<file path="src/rtl/draw_scheduler_pkg.sv">
// Shared definitions for the per-frame draw scheduler: state encodings,
// pixel field widths and client indices.
package draw_pkg;

  localparam int X_W = 8;
  localparam int Y_W = 7;
  localparam int C_W = 3;

  localparam int WALL = 0;
  localparam int BIRD = 1;

  typedef enum logic [2:0] {
    WAIT_GO = 3'd0,
    IDLE    = 3'd1,
    E_WALL  = 3'd2,
    E_BIRD  = 3'd3,
    UPDATE  = 3'd4,
    D_WALL  = 3'd5,
    D_BIRD  = 3'd6,
    OVER    = 3'd7
  } state_t;

  function automatic logic is_engine(input state_t s);
    return (s == E_WALL) || (s == E_BIRD) || (s == D_WALL) || (s == D_BIRD);
  endfunction

  function automatic logic is_erase(input state_t s);
    return (s == E_WALL) || (s == E_BIRD);
  endfunction

endpackage

</file>
<file path="src/rtl/draw_scheduler_if.sv">
// Signal bundle between the scheduler, the two drawing engines, the
// datapaths and the VGA adapter.
interface draw_scheduler_if;
  import draw_pkg::*;

  logic             frame_tick;
  logic             go;
  logic             collision;

  logic             wall_start;
  logic             wall_erase;
  logic             wall_done;
  logic [X_W-1:0]   wall_x;
  logic [Y_W-1:0]   wall_y;
  logic [C_W-1:0]   wall_colour;
  logic             wall_plot;

  logic             bird_start;
  logic             bird_erase;
  logic             bird_done;
  logic [X_W-1:0]   bird_x;
  logic [Y_W-1:0]   bird_y;
  logic [C_W-1:0]   bird_colour;
  logic             bird_plot;

  logic             update_en;
  logic             restart;

  logic [X_W-1:0]   vga_x;
  logic [Y_W-1:0]   vga_y;
  logic [C_W-1:0]   vga_colour;
  logic             vga_plot;

  logic             game_over;
  logic             busy;
  logic             frame_overrun;
  logic             timeout_err;

  modport master (
    input  frame_tick, go, collision,
    input  wall_done, wall_x, wall_y, wall_colour, wall_plot,
    input  bird_done, bird_x, bird_y, bird_colour, bird_plot,
    output wall_start, wall_erase, bird_start, bird_erase,
    output update_en, restart,
    output vga_x, vga_y, vga_colour, vga_plot,
    output game_over, busy, frame_overrun, timeout_err
  );

  modport slave (
    output frame_tick, go, collision,
    output wall_done, wall_x, wall_y, wall_colour, wall_plot,
    output bird_done, bird_x, bird_y, bird_colour, bird_plot,
    input  wall_start, wall_erase, bird_start, bird_erase,
    input  update_en, restart,
    input  vga_x, vga_y, vga_colour, vga_plot,
    input  game_over, busy, frame_overrun, timeout_err
  );

endinterface

</file>
<file path="src/rtl/draw_scheduler_pixel_mux_reg.sv">
// Registered two-client pixel mux; erase phases force the background colour.
module pixel_mux_reg
  import draw_pkg::*;
#(
  parameter logic [C_W-1:0] BG_COLOUR = 3'b000
) (
  input  logic                 clk,
  input  logic                 resetn,
  input  logic                 active,
  input  logic                 sel,
  input  logic                 erase,
  input  logic [1:0][X_W-1:0]  x,
  input  logic [1:0][Y_W-1:0]  y,
  input  logic [1:0][C_W-1:0]  colour,
  input  logic [1:0]           plot,
  output logic [X_W-1:0]       vga_x,
  output logic [Y_W-1:0]       vga_y,
  output logic [C_W-1:0]       vga_colour,
  output logic                 vga_plot
);

  // Outside engine phases only the plot strobe is cleared; coordinates hold.
  always_ff @(posedge clk or negedge resetn) begin
    if (!resetn) begin
      vga_x      <= '0;
      vga_y      <= '0;
      vga_colour <= '0;
      vga_plot   <= 1'b0;
    end else if (active) begin
      vga_x      <= x[sel];
      vga_y      <= y[sel];
      vga_colour <= erase ? BG_COLOUR : colour[sel];
      vga_plot   <= plot[sel];
    end else begin
      vga_plot   <= 1'b0;
    end
  end

endmodule

</file>
<file path="src/rtl/draw_scheduler.sv">
// Per-frame sequencer sharing the VGA plot port between the wall and bird
// engines: erase wall, erase bird, update, draw wall, draw bird.
module draw_scheduler
  import draw_pkg::*;
#(
  parameter logic [C_W-1:0] BG_COLOUR        = 3'b000,
  parameter int             MAX_PHASE_CYCLES = 4096,
  parameter int             TW               = 13
) (
  input  logic              clk,
  input  logic              resetn,
  draw_scheduler_if.master  bus
);

  localparam logic [TW-1:0] WD_LAST = TW'(MAX_PHASE_CYCLES - 1);

  state_t          state_reg, state_next;
  logic            first_reg;
  logic            go_prev_reg;
  logic            restart_reg;
  logic            overrun_reg;
  logic            timeout_reg;
  logic [TW-1:0]   wd_reg;

  logic go_rise, go_accept, engine, on_wall, on_bird;
  logic done_in, done_ok, wd_hit, advance, busy;

  assign go_rise   = bus.go & ~go_prev_reg;
  assign go_accept = go_rise && ((state_reg == WAIT_GO) || (state_reg == OVER));
  assign engine    = is_engine(state_reg);
  assign on_wall   = (state_reg == E_WALL) || (state_reg == D_WALL);
  assign on_bird   = (state_reg == E_BIRD) || (state_reg == D_BIRD);
  assign busy      = engine || (state_reg == UPDATE);

  // The done of the engine not currently owning the port is never looked at.
  assign done_in = on_wall ? bus.wall_done : bus.bird_done;
  assign done_ok = engine && !first_reg && done_in;
  assign wd_hit  = engine && (wd_reg == WD_LAST);
  assign advance = done_ok || wd_hit;

  always_comb begin
    state_next = state_reg;
    case (state_reg)
      WAIT_GO: if (go_rise)        state_next = IDLE;
      IDLE:    if (bus.frame_tick) state_next = E_WALL;
      E_WALL:  if (advance)        state_next = E_BIRD;
      E_BIRD:  if (advance)        state_next = UPDATE;
      UPDATE:                      state_next = D_WALL;
      D_WALL:  if (advance)        state_next = D_BIRD;
      D_BIRD: begin
        if (done_ok)     state_next = bus.collision ? OVER : IDLE;
        else if (wd_hit) state_next = IDLE;
      end
      OVER:    if (go_rise)        state_next = IDLE;
      default:                     state_next = WAIT_GO;
    endcase
  end

  always_ff @(posedge clk or negedge resetn) begin
    if (!resetn) begin
      state_reg   <= WAIT_GO;
      first_reg   <= 1'b0;
      go_prev_reg <= 1'b0;
      restart_reg <= 1'b0;
      overrun_reg <= 1'b0;
      timeout_reg <= 1'b0;
      wd_reg      <= '0;
    end else begin
      state_reg   <= state_next;
      first_reg   <= (state_next != state_reg);
      go_prev_reg <= bus.go;
      restart_reg <= go_accept;
      wd_reg      <= ((state_next != state_reg) || !engine) ? '0 : wd_reg + TW'(1);
      if (go_accept)
        overrun_reg <= 1'b0;
      else if (bus.frame_tick && busy)
        overrun_reg <= 1'b1;
      if (go_accept)
        timeout_reg <= 1'b0;
      else if (wd_hit && !done_ok)
        timeout_reg <= 1'b1;
    end
  end

  assign bus.wall_start    = first_reg && on_wall;
  assign bus.bird_start    = first_reg && on_bird;
  assign bus.wall_erase    = (state_reg == E_WALL);
  assign bus.bird_erase    = (state_reg == E_BIRD);
  assign bus.update_en     = (state_reg == UPDATE);
  assign bus.restart       = restart_reg;
  assign bus.game_over     = (state_reg == OVER);
  assign bus.busy          = busy;
  assign bus.frame_overrun = overrun_reg;
  assign bus.timeout_err   = timeout_reg;

  logic [1:0][X_W-1:0] x_bus;
  logic [1:0][Y_W-1:0] y_bus;
  logic [1:0][C_W-1:0] c_bus;
  logic [1:0]          p_bus;

  assign x_bus[WALL] = bus.wall_x;
  assign x_bus[BIRD] = bus.bird_x;
  assign y_bus[WALL] = bus.wall_y;
  assign y_bus[BIRD] = bus.bird_y;
  assign c_bus[WALL] = bus.wall_colour;
  assign c_bus[BIRD] = bus.bird_colour;
  assign p_bus[WALL] = bus.wall_plot;
  assign p_bus[BIRD] = bus.bird_plot;

  pixel_mux_reg #(
    .BG_COLOUR (BG_COLOUR)
  ) u_mux (
    .clk        (clk),
    .resetn     (resetn),
    .active     (engine),
    .sel        (on_wall ? 1'(WALL) : 1'(BIRD)),
    .erase      (is_erase(state_reg)),
    .x          (x_bus),
    .y          (y_bus),
    .colour     (c_bus),
    .plot       (p_bus),
    .vga_x      (bus.vga_x),
    .vga_y      (bus.vga_y),
    .vga_colour (bus.vga_colour),
    .vga_plot   (bus.vga_plot)
  );

endmodule

</file>
<file path="src/flat_wrapper.sv">
// flat-port wrapper written by rule: the top's interface ports become plain ports
module draw_scheduler_flat import draw_pkg::*;
#(
  parameter logic [C_W-1:0] BG_COLOUR        = 3'b000,
  parameter int             MAX_PHASE_CYCLES = 4096,
  parameter int             TW               = 13
)
  (clk, resetn, bus_frame_tick, bus_go, bus_collision, bus_wall_done, bus_wall_x, bus_wall_y, bus_wall_colour, bus_wall_plot, bus_bird_done, bus_bird_x, bus_bird_y, bus_bird_colour, bus_bird_plot, bus_wall_start, bus_wall_erase, bus_bird_start, bus_bird_erase, bus_update_en, bus_restart, bus_vga_x, bus_vga_y, bus_vga_colour, bus_vga_plot, bus_game_over, bus_busy, bus_frame_overrun, bus_timeout_err);
  draw_scheduler_if bus_i ();
  input  logic clk;
  input  logic resetn;
  input wire logic [$bits(bus_i.frame_tick)-1:0] bus_frame_tick;
  input wire logic [$bits(bus_i.go)-1:0] bus_go;
  input wire logic [$bits(bus_i.collision)-1:0] bus_collision;
  input wire logic [$bits(bus_i.wall_done)-1:0] bus_wall_done;
  input wire logic [$bits(bus_i.wall_x)-1:0] bus_wall_x;
  input wire logic [$bits(bus_i.wall_y)-1:0] bus_wall_y;
  input wire logic [$bits(bus_i.wall_colour)-1:0] bus_wall_colour;
  input wire logic [$bits(bus_i.wall_plot)-1:0] bus_wall_plot;
  input wire logic [$bits(bus_i.bird_done)-1:0] bus_bird_done;
  input wire logic [$bits(bus_i.bird_x)-1:0] bus_bird_x;
  input wire logic [$bits(bus_i.bird_y)-1:0] bus_bird_y;
  input wire logic [$bits(bus_i.bird_colour)-1:0] bus_bird_colour;
  input wire logic [$bits(bus_i.bird_plot)-1:0] bus_bird_plot;
  output wire logic [$bits(bus_i.wall_start)-1:0] bus_wall_start;
  output wire logic [$bits(bus_i.wall_erase)-1:0] bus_wall_erase;
  output wire logic [$bits(bus_i.bird_start)-1:0] bus_bird_start;
  output wire logic [$bits(bus_i.bird_erase)-1:0] bus_bird_erase;
  output wire logic [$bits(bus_i.update_en)-1:0] bus_update_en;
  output wire logic [$bits(bus_i.restart)-1:0] bus_restart;
  output wire logic [$bits(bus_i.vga_x)-1:0] bus_vga_x;
  output wire logic [$bits(bus_i.vga_y)-1:0] bus_vga_y;
  output wire logic [$bits(bus_i.vga_colour)-1:0] bus_vga_colour;
  output wire logic [$bits(bus_i.vga_plot)-1:0] bus_vga_plot;
  output wire logic [$bits(bus_i.game_over)-1:0] bus_game_over;
  output wire logic [$bits(bus_i.busy)-1:0] bus_busy;
  output wire logic [$bits(bus_i.frame_overrun)-1:0] bus_frame_overrun;
  output wire logic [$bits(bus_i.timeout_err)-1:0] bus_timeout_err;
  assign bus_i.frame_tick = bus_frame_tick;
  assign bus_i.go = bus_go;
  assign bus_i.collision = bus_collision;
  assign bus_i.wall_done = bus_wall_done;
  assign bus_i.wall_x = bus_wall_x;
  assign bus_i.wall_y = bus_wall_y;
  assign bus_i.wall_colour = bus_wall_colour;
  assign bus_i.wall_plot = bus_wall_plot;
  assign bus_i.bird_done = bus_bird_done;
  assign bus_i.bird_x = bus_bird_x;
  assign bus_i.bird_y = bus_bird_y;
  assign bus_i.bird_colour = bus_bird_colour;
  assign bus_i.bird_plot = bus_bird_plot;
  assign bus_wall_start = bus_i.wall_start;
  assign bus_wall_erase = bus_i.wall_erase;
  assign bus_bird_start = bus_i.bird_start;
  assign bus_bird_erase = bus_i.bird_erase;
  assign bus_update_en = bus_i.update_en;
  assign bus_restart = bus_i.restart;
  assign bus_vga_x = bus_i.vga_x;
  assign bus_vga_y = bus_i.vga_y;
  assign bus_vga_colour = bus_i.vga_colour;
  assign bus_vga_plot = bus_i.vga_plot;
  assign bus_game_over = bus_i.game_over;
  assign bus_busy = bus_i.busy;
  assign bus_frame_overrun = bus_i.frame_overrun;
  assign bus_timeout_err = bus_i.timeout_err;
  draw_scheduler #(.BG_COLOUR(BG_COLOUR), .MAX_PHASE_CYCLES(MAX_PHASE_CYCLES), .TW(TW)) u_core (.clk(clk), .resetn(resetn), .bus(bus_i));
endmodule
</file>
<file path="config.mk">
export PLATFORM = sky130hd
export DESIGN_NAME = draw_scheduler_flat
export DESIGN_NICKNAME = d
export VERILOG_FILES = /design/src/rtl/draw_scheduler_pkg.sv /design/src/rtl/draw_scheduler_if.sv /design/src/rtl/draw_scheduler_pixel_mux_reg.sv /design/src/rtl/draw_scheduler.sv /design/src/flat_wrapper.sv
export SDC_FILE = /design/constraint.sdc
export NUM_CORES = 1
export LEC_CHECK = 0
export CORE_AREA = 5 5 100 102
export CTS_BUF_LIST = sky130_fd_sc_hd__clkbuf_4 sky130_fd_sc_hd__clkbuf_8
export CTS_CLUSTER_SIZE = 24
export DETAILED_ROUTE_END_ITERATION = 10
export DIE_AREA = 0 0 105 107
export PLACE_DENSITY_LB_ADDON = 0.15
export RECOVER_POWER = 25
export SETUP_SLACK_MARGIN = 0.02
export SLEW_MARGIN = 10
export SYNTH_ARGS = -nofsm -noshare
export SYNTH_HDL_FRONTEND = slang
export SYNTH_HIERARCHICAL = 1
export SYNTH_SLANG_ARGS = --single-unit
</file>
<file path="constraint.sdc">
create_clock -name clk -period 2.2 [get_ports clk]
set_input_delay 0.44 -clock clk [delete_from_list [all_inputs] [get_ports clk]]
set_output_delay 0.44 -clock clk [all_outputs]
set_load 0.03 [all_outputs]
</file>
==> results.py, run 1 <==
metrics = {
    "timing": {
        "relSlewSlack_pct": 26.5,
        "setup_viol": 0,
        "tightest_slew_ns": 1.10,
        "fin_ws_ns": 0.171,
        "whs_ns": 0.331,
        "timing.fmax_mhz": 493,
        "hold_viol": 0,
        "final.setup.tns_ns": 0,
        "fin_worst_skew_ns": 0.0111,
        "rsz0062_at_grt": "false",
        "finalCritPeriodShare_pct": 92.2,
        "drv_slew": 0,
        "finalCriticalPeriod_ns": 2.03,
    },
    "floorplan": {
        "start_util_pct": 22.5,
        "row_count": 35,
        "ios": 74,
        "die_w_um": 105,
        "fp.dieH_um": 107,
        "core_area_um2": 9020,
        "dieArea_um2": 11200,
    },
    "clocking": {
        "clock_sinks": 40,
        "cts_tree": "yes",
        "cts_buffers": 5,
        "clock-root-buffer": "clkbuf_8",
        "htreeDepth": 2,
        "clk_pin_slew_ns": 0.08,
        "cts_resized": 7,
        "clk_latency_ns": 0.30,
        "post_cts.repair.setup_buffers": 0,
        "ctsHoldBuffers": 0,
        "cts_buffer_depth": 2,
    },
    "setup_path": {
        "crit_start": "u_core/state_reg[1]",
        "crit_arrival_ns": 1.59,
        "crit_chain": "inv_2 -> buf_4 -> xnor2_2 -> o21ai_1 -> buf_4",
        "endpoint_kind": "output port",
        "crit_path_start_kind": "register",
        "worstReg2RegStart": "u_core/wd_reg[0]",
        "crit_slowest_cell": "dfrtp_2",
        "worst-path-max-fanout": 10,
        "path_delay_family": "flip-flops",
        "cp.required_ns": 1.76,
        "cpPeakStageDelay_ns": 0.47,
        "critPathBufInv": 3,
        "cpMostUsedCell": "buf_4",
        "crit_type": "reg -> out",
    },
    "synthesis": {
        "synth_cell_type_count": 36,
        "syn_inst": 208,
        "synth-edff-count": 0,
        "synthesis.nets": 254,
        "synthTopCellsByArea": "dfrtp_1 49%, mux2i_1 9.9%, nor2_1 7.4%",
        "synth.cell_area_um2": 2030,
        "yosys.area.top_type": "dfrtp_1",
        "synthTopCellsByCount": "40 x dfrtp_1, 40 x nor2_1, 22 x a21oi_1",
        "synth_top_cell_area_share_pct": 49.3,
        "synth_seq_cells": 40,
        "synthFlopType": "dfrtp_1",
        "yosys_warnings": 6,
        "synth.avg_cell_area_um2": 9.76,
        "ys_async_sr_fraction_pct": 100,
        "seq_area_frac_synth_pct": 49.3,
    },
    "run": {
        "maxCapViolations": 0,
    },
    "power_and_ir_drop": {
        "ir_drop_mv": 0.523,
        "p_per_area_nw_per_um2": 1410,
        "p_leak_nw": 1.31,
    },
    "finish": {
        "utilization_pct": 33.3,
        "drive_gt1_share_pct": 11.1,
        "synthToLayoutAreaGrowth_pct": 48.1,
        "nets": 334,
        "largest_reg_flops": 13,
        "diodes": 0,
    },
    "hold_path": {
        "hold_class": "in -> async",
    },
    "placement": {
        "place_congestion": 0.782,
        "dp_hpwl_um": 4070,
        "port_buffers": 73,
        "place_ws_ns": 0.154,
    },
    "global_routing": {
        "grtUsageTotal_pct": 9.81,
        "grt_pass1_wl_um": 9030,
        "antenna_found_initial": 0,
        "overflow": 0,
        "grt_pass1_vias": 1741,
        "grt_max_degree": 36,
    },
    "route": {
        "drcViolationCount": 0,
        "viasPerCell": 4.33,
        "routed_wl_um": 5380,
        "avgRoutedWirePerCell_um": 13.4,
        "drt_iter0_drc": 83,
        "vias": 1730,
        "drtAntennaViolNets": 0,
        "firstDrtPassIters": 4,
    },
    "outcome": {
        "run_status": "completed",
    },
}
==> kinds of logic (layout without fill, tap and decap cells) <==
logic type | count (synthesis) | after routing | share of synthesized area [%]
buffers and inverters | 20 | 101 | 5.24
AO/OA/AOI/OAI | 38 | 38 | 12.0
AND/OR/NAND/NOR | 78 | 78 | 17.9
flip-flops | 40 | 40 | 49.3
multiplexers | 20 | 20 | 9.86
adder cells (fa/ha/maj) | 1 | 1 | 0.616
XOR/XNOR | 11 | 11 | 5.11
==> through the flow <==
| step | area, um2 | cells | total power [W] |
|---|---|---|---|
| final | 3010 | 400 | 0.00423 |
| after global routing | 3010 | 400 | 0.00455 |
| after CTS | 3010 | 400 | 0.00432 |
| after detailed placement | 2900 | 392 | 0.00369 |
| after global placement | 2900 | 392 | 0.00366 |
| after floorplan | 2040 | 208 | 0.00283 |
==> power breakdown <==
group	switching [W]	leakage (nW)	internal, W	total [W]
combinational	0.00146	0.766	0.000999	0.00246
clock	0.000261	0.0586	0.000349	0.000610
sequential	0.000172	0.487	0.000991	0.00116
total	0.00190	1.31	0.00234	0.00423
==> metal layers <==
layer / GRT usage [%] / vias up / part of all wire, %
li1: - / 874 / -
met1: 14.3 / 786 / 53
met2: 13.0 / 65 / 38
met3: 3.79 / 5 / 8.2
met4: 3.29 / 0 / 1.1
met5: 0 / - / 0
==> cell type report <==
class / instances / area (um2)
Tap cell: 111 / 139
Timing Repair Buffer: 83 / 785
Clock buffer: 6 / 76.3
Clock inverter: 2 / 35.0
Fill cell: 977 / 6010
Inverter: 10 / 37.5
Multi-Input combinational cell: 148 / 931
Sequential cell: 40 / 1000
==> path summary, 6_finish.rpt <==
kind                       slack (ns)  cells past startpoint                     to
min in group clk                 0.49                      1       u_core/wd_reg[0]
max                              0.17                      5               bus_busy
max in group asynchronous        0.97                      2  u_core/u_mux/vga_x[4]
min                              0.33                      1      u_core/wd_reg[12]
min reg2reg                      0.49                      1       u_core/wd_reg[0]
max reg2reg                      0.36                      6    u_core/state_reg[2]
==> placed cells by master, fill, tap and decap left out, types with 2 or more instances in the layout <==
cell | synthesis | final
a21oi_1 | 22 | 22
buf_4 | 0 | 10
clkbuf_1 | 2 | 3
clkbuf_8 | 0 | 5
clkdlybuf4s50_1 | 0 | 64
dfrtp_1 | 40 | 37
dfrtp_2 | 0 | 3
dlygate4sd2_1 | 0 | 4
inv_1 | 8 | 8
inv_2 | 2 | 2
mux2i_1 | 20 | 20
nand2_1 | 11 | 11
nand2b_1 | 6 | 6
nand3_1 | 7 | 7
nand4_1 | 2 | 2
nor2_1 | 40 | 39
nor3_1 | 3 | 2
o211a_1 | 2 | 2
o21ai_0 | 4 | 3
o22ai_1 | 4 | 4
or2_2 | 2 | 2
xnor2_1 | 5 | 5
xor2_1 | 5 | 5
No activity file was read; power rests on OpenSTA's default activity.
==> run 2, diff against run 1 <==
--- a/config.mk
+++ b/config.mk
@@ -5,16 +5,15 @@
 export SDC_FILE = /design/constraint.sdc
 export NUM_CORES = 1
 export LEC_CHECK = 0
-export CORE_AREA = 5 5 100 102
+export CORE_AREA = 5 5 107 109
 export CTS_BUF_LIST = sky130_fd_sc_hd__clkbuf_4 sky130_fd_sc_hd__clkbuf_8
 export CTS_CLUSTER_SIZE = 24
 export DETAILED_ROUTE_END_ITERATION = 10
-export DIE_AREA = 0 0 105 107
+export DIE_AREA = 0 0 112 114
 export PLACE_DENSITY_LB_ADDON = 0.15
 export RECOVER_POWER = 25
 export SETUP_SLACK_MARGIN = 0.02
 export SLEW_MARGIN = 10
 export SYNTH_ARGS = -nofsm -noshare
 export SYNTH_HDL_FRONTEND = slang
-export SYNTH_HIERARCHICAL = 1
 export SYNTH_SLANG_ARGS = --single-unit
==> constraint.sdc (replaced) <==
create_clock -name clk -period 1.75 [get_ports clk]
set_input_delay 0.35 -clock clk [delete_from_list [all_inputs] [get_ports clk]]
set_output_delay 0.35 -clock clk [all_outputs]
set_load 0.03 [all_outputs]
==> run 2 against run 1 <==
The flow now finishes with violations (setup timing). Via count grew 22%. Worst setup slack lost 0.31 ns. Combinational power increased by 100%. Hold slack improved by 0.15 ns.
==> results.py, run 2 <==
metrics = {
    "timing": {
        "final.setup.tns_ns": -0.995,
        "finalCriticalPeriod_ns": 1.89,
        "rsz0062_at_grt": "true",
        "fin_ws_ns": -0.135,
        "setup_viol": 22,
        "finalCritPeriodShare_pct": 108,
        "drv_slew": 0,
        "fin_worst_skew_ns": 0.0110,
        "timing.fmax_mhz": 530,
        "relSlewSlack_pct": 36.3,
        "hold_viol": 0,
        "tightest_slew_ns": 0.956,
    },
    "clocking": {
        "cts_buffers": 5,
        "clk_pin_slew_ns": 0.08,
        "clock-root-buffer": "clkbuf_8",
        "clock_sinks": 40,
        "cts_buffer_depth": 2,
        "clk_latency_ns": 0.30,
        "htreeDepth": 2,
        "cts_tree": "yes",
    },
    "route": {
        "drcViolationCount": 0,
        "viasPerCell": 4.32,
        "routed_wl_um": 6860,
        "avgRoutedWirePerCell_um": 14.1,
        "drt_iter0_drc": 44,
        "drtAntennaViolNets": 0,
        "vias": 2103,
        "firstDrtPassIters": 4,
    },
    "synthesis": {
        "synth.cell_area_um2": 2300,
        "synthMostInstantiatedCell": "dfrtp_1",
        "ys_async_sr_fraction_pct": 100,
        "synth_seq_cells": 40,
        "synthesis.nets": 269,
        "synth_top_cell_area_share_pct": 43.4,
        "yosys.area.top_type": "dfrtp_1",
        "synth_cell_type_count": 53,
        "synthTopCellsByCount": "40 x dfrtp_1, 27 x nand2_1, 20 x o21ai_0",
        "seq_area_frac_synth_pct": 43.4,
        "synthFlopType": "dfrtp_1",
        "synth.avg_cell_area_um2": 10.3,
        "synthTopCellsByArea": "dfrtp_1 43%, mux2i_1 8.3%, nand2_1 4.4%",
        "synth-edff-count": 0,
        "yosys_warnings": 0,
        "syn_inst": 223,
    },
    "power_and_ir_drop": {
        "ir_drop_mv": 0.641,
        "p_per_area_nw_per_um2": 1770,
        "switchingPower_w": 0.00320,
        "internal_power_w": 0.00390,
        "pwr-share-clk_pct": 9.5,
        "p_sw_share_pct": 45.1,
        "p_leak_nw": 1.82,
        "power_frac_comb_pct": 70.6,
        "seqPwrFrac_pct": 19.9,
    },
    "setup_path": {
        "worst-path-max-fanout": 3,
        "endpoint_kind": "output port",
        "worstReg2RegStart": "u_core.state_reg[2]",
        "cp.required_ns": 1.40,
        "crit_arrival_ns": 1.54,
        "crit_type": "reg -> out",
        "crit_path_start_kind": "register",
        "crit_start": "u_core.state_reg[2]",
    },
    "global_routing": {
        "grt_pass1_wl_um": 11500,
        "antenna_found_initial": 0,
        "overflow": 0,
        "grtUsageTotal_pct": 11.0,
        "grt_max_degree": 43,
        "grt_pass1_vias": 2312,
    },
    "placement": {
        "dp_hpwl_um": 4980,
        "port_buffers": 73,
        "place_congestion": 0.789,
        "place_ws_ns": -0.492,
    },
    "finish": {
        "final_common_cell": "clkdlybuf4s50_1",
        "largest_reg_flops": 13,
        "synthToLayoutAreaGrowth_pct": 74.3,
        "drive_gt1_share_pct": 33.7,
        "nets": 392,
        "diodes": 0,
        "mostFrequentLayoutCells": "46 x clkdlybuf4s50_1, 40 x dfrtp_1, 39 x buf_4",
    },
    "floorplan": {
        "row_count": 38,
        "core_area_um2": 10500,
        "fp.dieH_um": 114,
        "start_util_pct": 21.9,
        "ios": 74,
        "dieArea_um2": 12800,
        "die_w_um": 112,
    },
    "hold_path": {
        "hp-start": "u_core.u_mux.vga_x[2]",
        "hold_class": "reg -> reg",
    },
    "run": {
        "maxCapViolations": 0,
    },
    "outcome": {
        "violations": "setup timing",
        "run_status": "finished with violations",
    },
}
-- run 2: final timing paths --
check | to | slack, ns | cells past startpoint
min in group asynchronous | u_core.first_reg | 0.71 | 2
worst max-delay path | bus_wall_start | -0.14 | 6
max in group asynchronous | u_core.wd_reg[0] | 0.23 | 3
worst max register to register | u_core.wd_reg[2] | -0.08 | 8
worst min-delay path | u_core.u_mux.vga_x[2] | 0.48 | 2
worst min register to register | u_core.u_mux.vga_x[2] | 0.48 | 2
-- run 2: metrics by stage --
step	total power, W	util (%)	hold slack, ns	cells	instance area (um2)
after floorplan	0.00396	-	0.0544	223	2340
after global placement	0.00564	33.5	0.291	466	3520
after detailed placement	0.00565	33.5	0.301	466	3520
after global routing	0.00760	38.2	0.516	487	4020
final	0.00710	38.2	0.479	487	4020
after CTS	0.00692	36.7	0.496	481	3860
-- run 2: power groups by stage --
stage / clock network [W] / logic (W) / registers (W)
after floorplan: 0 / 0.00210 / 0.00186
after global placement: 0 / 0.00421 / 0.00142
after detailed placement: 0 / 0.00422 / 0.00143
after CTS: 0.000713 / 0.00478 / 0.00142
after global routing: 0.000751 / 0.00538 / 0.00146
final: 0.000673 / 0.00501 / 0.00142
-- run 2: area by class of cell --
| type | count | area (um2) |
|---|---|---|
| clock buffers | 6 | 82.6 |
| well taps | 140 | 175 |
| multi-input cells | 164 | 1390 |
| clock inverters | 2 | 13.8 |
| inverters | 6 | 25.0 |
| fillers | 1054 | 6490 |
| flip-flops and latches | 40 | 1000 |
| repair buffers | 129 | 1330 |
-- run 2: critical path, cell delays in order (launching register included) --
cell and delay, ns:
dfrtp_1 0.41, buf_6 0.14, nand2b_4 0.14, buf_6 0.13, o22ai_4 0.14, and2_4 0.17
buf_6 0.12
-- run 2: timing repair --
| item | in CTS | in global routing |
|---|---|---|
| cloned | 1 | 1 |
| endpoints found under the hold margin | 13 | 0 |
| buffers inserted | 5 | 5 |
| pin swaps | 15 | 13 |
| hold buffers | 1 | 0 |
| resized for setup | 30 | 32 |
| endpoints found under the setup margin | 27 | 56 |
-- run 2: kinds of logic (layout without fill, tap and decap cells) --
group,count (synthesis),in the layout,share of synthesized area (%)
buffers and inverters,19,143,4.83
AND/OR/NAND/NOR,80,80,20.7
flip-flops,40,40,43.4
adder cells (fa/ha/maj),1,1,0.543
XOR/XNOR,13,13,5.27
multiplexers,22,22,9.72
AO/OA/AOI/OAI,48,48,15.5
-- run 2: routing by layer --
metal / wire [um] / global-route usage [%] / vias up
met5: 0 / 0 / -
met4: 80 / 2.88 / 0
met3: 306 / 3.18 / 5
met2: 3350 / 18.3 / 43
met1: 3130 / 14.0 / 1008
li1: - / - / 1047
